<file path="config.mk">
export PLATFORM = sky130hd
export DESIGN_NAME = frame_loader
export DESIGN_NICKNAME = d
export VERILOG_FILES = /design/src/rtl/frame_loader.sv
export SDC_FILE = /design/constraint.sdc
export NUM_CORES = 1
export LEC_CHECK = 0
export ABC_AREA = 1
export ABC_CLOCK_PERIOD_IN_PS = 4550
export CELL_PAD_IN_SITES_DETAIL_PLACEMENT = 0
export CELL_PAD_IN_SITES_GLOBAL_PLACEMENT = 1
export CORE_MARGIN = 2
export CORE_UTILIZATION = 42
export DETAILED_ROUTE_END_ITERATION = 8
export GPL_TIMING_DRIVEN = 0
export PLACE_DENSITY = 0.93
export SLEW_MARGIN = 30
export SYNTH_ARGS = -nofsm -noshare
export SYNTH_HDL_FRONTEND = slang
export SYNTH_SLANG_ARGS = --single-unit
</file>
<file path="constraint.sdc">
create_clock -name clk -period 4.55 [get_ports clk]
set_clock_uncertainty 0.05 [all_clocks]
set_input_delay 0.455 -clock clk [delete_from_list [all_inputs] [get_ports clk]]
set_output_delay 0.455 -clock clk [all_outputs]
set_load 0.02 [all_outputs]
</file>
<file path="src/rtl/frame_loader.sv">
// frame_loader
// Turns the SPI slave byte stream into pixels and writes them into the back
// buffer of display_memory. When a frame ends, it waits until display_driver
// reports safe_flip and then toggles the buffer-select level once.
//
// State table:
//   state       | meaning
//   S_IDLE      | waiting for valid&sot to start a frame
//   S_LOAD      | assembling bytes into pixels and writing them
//   S_FLIP_WAIT | frame closed, waiting for safe_flip before toggling flip
//
// Ports:
//   clk        system clock, all logic on posedge
//   rst        asynchronous active-low reset
//   data       byte from the SPI slave
//   valid      data qualifier, one byte per cycle
//   sot        start of transfer, only honoured together with valid
//   eot        end of transfer strobe, independent of valid
//   safe_flip  display driver is between frames, buffer swap allowed
//   wen        memory write strobe, one cycle per pixel
//   wrow/wcol  write address of the pixel on wen
//   wdata      pixel, RGB888 (R in [23:16], G in [15:8], B in [7:0])
//   flip       buffer-select level, toggles once per completed frame
//   busy       high while in S_LOAD or S_FLIP_WAIT
//   overrun    sticky: byte dropped (frame full or waiting to flip)
//
// Build option FRAME_LOADER_RGB565_EN: when defined, pixels arrive as two
// big-endian RGB565 bytes and are widened to 24 bits by replicating MSBs.
// When undefined, pixels arrive as three RGB888 bytes, R first.

module frame_loader #(
  parameter int ROWS    = 8,
  parameter int COLUMNS = 32,
  parameter int WIDTH   = 24
) (
  input  logic                                          clk,
  input  logic                                          rst,
  input  logic [7:0]                                    data,
  input  logic                                          valid,
  input  logic                                          sot,
  input  logic                                          eot,
  input  logic                                          safe_flip,
  output logic                                          wen,
  output logic [((ROWS > 1) ? $clog2(ROWS) : 1)-1:0]       wrow,
  output logic [((COLUMNS > 1) ? $clog2(COLUMNS) : 1)-1:0] wcol,
  output logic [WIDTH-1:0]                              wdata,
  output logic                                          flip,
  output logic                                          busy,
  output logic                                          overrun
);

  localparam int RW = (ROWS > 1) ? $clog2(ROWS) : 1;
  localparam int CW = (COLUMNS > 1) ? $clog2(COLUMNS) : 1;
  localparam logic [RW-1:0] ROW_LAST = RW'(ROWS - 1);
  localparam logic [CW-1:0] COL_LAST = CW'(COLUMNS - 1);

`ifdef FRAME_LOADER_RGB565_EN
  localparam logic [1:0] BYTE_LAST = 2'd1;
  localparam int         SHW       = 8;
`else
  localparam logic [1:0] BYTE_LAST = 2'd2;
  localparam int         SHW       = 16;
`endif

  typedef enum logic [1:0] {
    S_IDLE      = 2'd0,
    S_LOAD      = 2'd1,
    S_FLIP_WAIT = 2'd2
  } state_t;

  state_t          state;
  logic [1:0]      byte_cnt;
  logic [SHW-1:0]  shreg;      // earlier bytes of the pixel in progress
  logic [SHW-1:0]  shreg_next;
  logic [RW-1:0]   row_ptr;
  logic [CW-1:0]   col_ptr;
  logic            full;       // every location of the frame has been written
  logic [WIDTH-1:0] pix;       // pixel as it would be if data were its last byte

`ifdef FRAME_LOADER_RGB565_EN
  logic [15:0] word;
  always_comb begin
    word       = {shreg, data};
    shreg_next = data;
    pix        = {word[15:11], word[15:13],
                  word[10:5],  word[10:9],
                  word[4:0],   word[4:2]};
  end
`else
  always_comb begin
    shreg_next = {shreg[7:0], data};
    pix        = {shreg, data};
  end
`endif

  always_ff @(posedge clk or negedge rst) begin
    if (!rst) begin
      state    <= S_IDLE;
      wen      <= 1'b0;
      wrow     <= '0;
      wcol     <= '0;
      wdata    <= '0;
      flip     <= 1'b0;
      busy     <= 1'b0;
      overrun  <= 1'b0;
      byte_cnt <= 2'd0;
      shreg    <= '0;
      row_ptr  <= '0;
      col_ptr  <= '0;
      full     <= 1'b0;
    end else begin
      wen <= 1'b0;
      case (state)
        S_IDLE: begin
          if (valid && sot) begin
            state    <= S_LOAD;
            busy     <= 1'b1;
            overrun  <= 1'b0;
            shreg    <= SHW'(data);
            byte_cnt <= 2'd1;
            row_ptr  <= '0;
            col_ptr  <= '0;
            full     <= 1'b0;
          end
        end

        S_LOAD: begin
          if (valid && sot) begin
            // restart takes priority over a simultaneous eot
            overrun  <= 1'b0;
            shreg    <= SHW'(data);
            byte_cnt <= 2'd1;
            row_ptr  <= '0;
            col_ptr  <= '0;
            full     <= 1'b0;
          end else begin
            if (valid) begin
              if (full) begin
                overrun <= 1'b1;
              end else if (byte_cnt == BYTE_LAST) begin
                wen      <= 1'b1;
                wrow     <= row_ptr;
                wcol     <= col_ptr;
                wdata    <= pix;
                byte_cnt <= 2'd0;
                if (col_ptr == COL_LAST) begin
                  col_ptr <= '0;
                  if (row_ptr == ROW_LAST) full <= 1'b1;
                  else                     row_ptr <= row_ptr + 1'b1;
                end else begin
                  col_ptr <= col_ptr + 1'b1;
                end
              end else begin
                shreg    <= shreg_next;
                byte_cnt <= byte_cnt + 2'd1;
              end
            end
            // a byte on the eot cycle was consumed above; any partial pixel
            // left over is simply dropped
            if (eot) begin
              state    <= S_FLIP_WAIT;
              byte_cnt <= 2'd0;
            end
          end
        end

        S_FLIP_WAIT: begin
          if (valid) overrun <= 1'b1;
          if (safe_flip) begin
            flip  <= ~flip;
            state <= S_IDLE;
            busy  <= 1'b0;
          end
        end

        default: begin
          state <= S_IDLE;
          busy  <= 1'b0;
        end
      endcase
    end
  end

endmodule

</file>
==> impl_metrics.env <==
export IMPL_grt_ovfl_total=0
export IMPL_grt_antenna_before_repair=0
export IMPL_cts_root_buf="clkbuf_8"
export IMPL_startpoint_type="flip-flop"
export IMPL_rsz0062_at_grt="false"
export IMPL_min_path_cells=1
export IMPL_internal_power_w=0.00143
export IMPL_drc_errors=0
export IMPL_final_common_cell="nand2_1"
export IMPL_ys_seq_area_frac=0.553
export IMPL_die_area_um2=7680
export IMPL_ys_top_cells_by_area="dfrtp_1, nand2_1, inv_1"
export IMPL_cts_setup_buffers=0
export IMPL_critPathMaxStageDelay_ns=0.40
export IMPL_fin_ws_ns=2.54
export IMPL_grt_pass1_vias=2334
export IMPL_ctsResizeCount=0
export IMPL_first_pass_iters=4
export IMPL_final_nets=422
export IMPL_synth_edff_count=0
export IMPL_start_util=0.433
export IMPL_cts_max_level=3
export IMPL_drt_wl_total_um=6220
export IMPL_multi_input_area_um2=1040
export IMPL_rr_worst_depth=8
export IMPL_clock_latency_ns=0.34
export IMPL_synth_seq_cells=65
export IMPL_clockBufferDepth=2
export IMPL_postSynthAreaPerCell_um2=8.70
export IMPL_crit_path_max_fanout=10
export IMPL_stdcell_count=501
export IMPL_cts_hold_fix_buffers=1
export IMPL_most_common_layout_cells="nand2_1, dfrtp_1, inv_1"
export IMPL_numPortBuffers=49
export IMPL_cp_slowest_cell="dfrtp_1"
export IMPL_drive_above_1_share=0.0840
export IMPL_ant_nets=0
export IMPL_cts_tree="yes"
export IMPL_crit_type="flip-flop to flip-flop"
export IMPL_pre_cts_slack_ns=2.26
export IMPL_maxCapViolCount=0
export IMPL_p_leak_nw=1.95
export IMPL_switching_share=0.393
export IMPL_arrival_ns=2.18
export IMPL_synth_top_cell_by_area="dfrtp_1"
export IMPL_hold_path_endpoint="flip"
export IMPL_clk_pin_slew_worst_paths_ns=0.07
export IMPL_via_per_inst=4.71
export IMPL_synthArstFlopShare=1.00
export IMPL_fin_crit_sh=0.442
export IMPL_min_delay_start="flip"
export IMPL_syn_nets=360
export IMPL_grt_use_total=0.180
export IMPL_maxSlewHeadroom=0.718
export IMPL_fill_cells=618
export IMPL_power_density_nw_per_um2=624
export IMPL_synth_distinct_cells=27
export IMPL_postSynthCellCount=338
export IMPL_yosys_warnings=0
export IMPL_io_pin_count=50
export IMPL_gp_congestion=0.788
export IMPL_cts_buffers=9
export IMPL_worstSetupEndpointType="flip-flop"
export IMPL_critPathBufInv=3
export IMPL_p_sw_w=0.000927
export IMPL_detailed_place_hpwl_um=4440
export IMPL_worstPathRequired_ns=4.72
export IMPL_tns_ns=0
export IMPL_p_seq_frac=0.383
export IMPL_clockPowerShare=0.206
export IMPL_grt_pass1_wl_um=10800
export IMPL_crit_chain="inv_1 > ha_1 > nand2_4 > nor2_8 > and3_1 > buf_6 > buf_4 > o21ai_1"
export IMPL_peakVddDrop_mv=0.273
export IMPL_std_cell_rows=30
export IMPL_finalMaxSlewViolations=0
export IMPL_syn_to_final_growth_pct=28.7
export IMPL_cts_num_sinks=65
export IMPL_grt_start_max_net_pins=45
export IMPL_drt_wirelength_per_cell_um=12.4
export IMPL_status="finished clean"
export IMPL_syn_cell_area_um2=2940
export IMPL_vias=2359
export IMPL_r2r_start="state[1]"
export IMPL_setup_viol=0
export IMPL_share_comb_of_total_power=0.411
export IMPL_drt_iter0_drc=153
export IMPL_r2r_end="wdata[2]"
export IMPL_antenna_cells=0
export IMPL_fp_dieW_um=87.7
export IMPL_seq_area_um2=1630
export IMPL_period_minus_slack_ns=2.01
export IMPL_hold_viol=0
export IMPL_r2r_slack_ns=2.54
export IMPL_core_area_um2=6790
export IMPL_cp_top_family="simple AND/OR/NAND/NOR gates"
export IMPL_worst_slew_pin_slew_ns=0.423
export IMPL_synth_ff_type="dfrtp_1"
export IMPL_synth_top_cell_area_share=0.553
export IMPL_hold_class="flip-flop to flip-flop"
export IMPL_fp_dieH_um=87.7
export IMPL_dp_cells=484
export IMPL_max_freq_ghz=0.497
==> synth_stat cells (2+ instances only) <==
cell and n:
o21ai_0 24, nor2_4 2, o21ai_1 27, nand3_1 14
inv_1 51, nand4_1 4, a21oi_1 2, nand2_1 101
buf_4 3, clkbuf_1 2, nor3_1 6, or2_2 2
dfrtp_1 65, ha_1 8, nor2_1 12, buf_6 4
==> area by class of cell <==
type | count | area share
Clock inverter | 5 | 0.0146
Tap cell | 96 | 0.0318
Clock buffer | 11 | 0.0374
Inverter | 51 | 0.0506
Buffer | 10 | 0.0212
Timing Repair Buffer | 51 | 0.139
Sequential cell | 65 | 0.430
Multi-Input combinational cell | 212 | 0.275
==> cell families after synthesis <==
family	Yosys count	synth area share
fa+ha+maj	8	0.0341
xor+xnor	1	0.00298
compound gates	55	0.0954
flops	65	0.553
simple gates	148	0.222
buf+inv	61	0.0924
==> power by group through the flow <==
| stage | clock network (W) | logic (W) | registers [W] |
|---|---|---|---|
| 5_1_grt | 0.000519 | 0.00110 | 0.000932 |
| 3_3_place_gp | 0 | 0.000943 | 0.000906 |
| 4_1_cts | 0.000495 | 0.000974 | 0.000906 |
| 3_5_place_dp | 0 | 0.000967 | 0.000916 |
| 2_1_floorplan | 0 | 0.000479 | 0.00102 |
| 6_report | 0.000485 | 0.000971 | 0.000904 |
==> worst max-delay path by stage <==
| stage | start | endpoint | slack (ns) | depth (start not counted) |
|---|---|---|---|---|
| 3_3_place_gp | rst | wdata[2] | 0.86 | 1 |
| 2_1_floorplan | state[1] | wcol[0] | 2.85 | 8 |
| 4_1_cts | state[1] | wdata[2] | 2.52 | 8 |
| 6_report | state[1] | wdata[2] | 2.54 | 8 |
| 5_1_grt | state[1] | wrow[0] | 2.39 | 8 |
| 3_5_place_dp | valid | wdata[2] | 2.26 | 8 |
==> layer usage <==
metal,GRT usage,share of wire,wire length [µm],vias to the layer above
li1,-,-,-,1192
met1,0.243,0.49,3060,1106
met2,0.280,0.45,2790,52
met3,0.0358,0.042,260,9
met4,0.0839,0.017,104,0
met5,0,0,0,-
==> through the flow <==
stage / util / total power, W / cell area, µm² / hold WS [ns]
after floorplan: - / 0.00150 / 2940 / 0.109
after global placement: 0.522 / 0.00185 / 3550 / 0.409
after detailed placement: 0.526 / 0.00188 / 3570 / 0.324
after CTS: 0.557 / 0.00238 / 3780 / 0.431
after global routing: 0.557 / 0.00255 / 3780 / 0.442
final: 0.557 / 0.00236 / 3780 / 0.423
==> flip-flops by register name, summed over array words and instances, names as in the netlist, 2 cells and up <==
signal    flops
shreg        16
wdata        24
col_ptr       5
byte_cnt      2
row_ptr       3
state         2
wrow          3
wcol          5
Power figures use the tool's default switching activity.
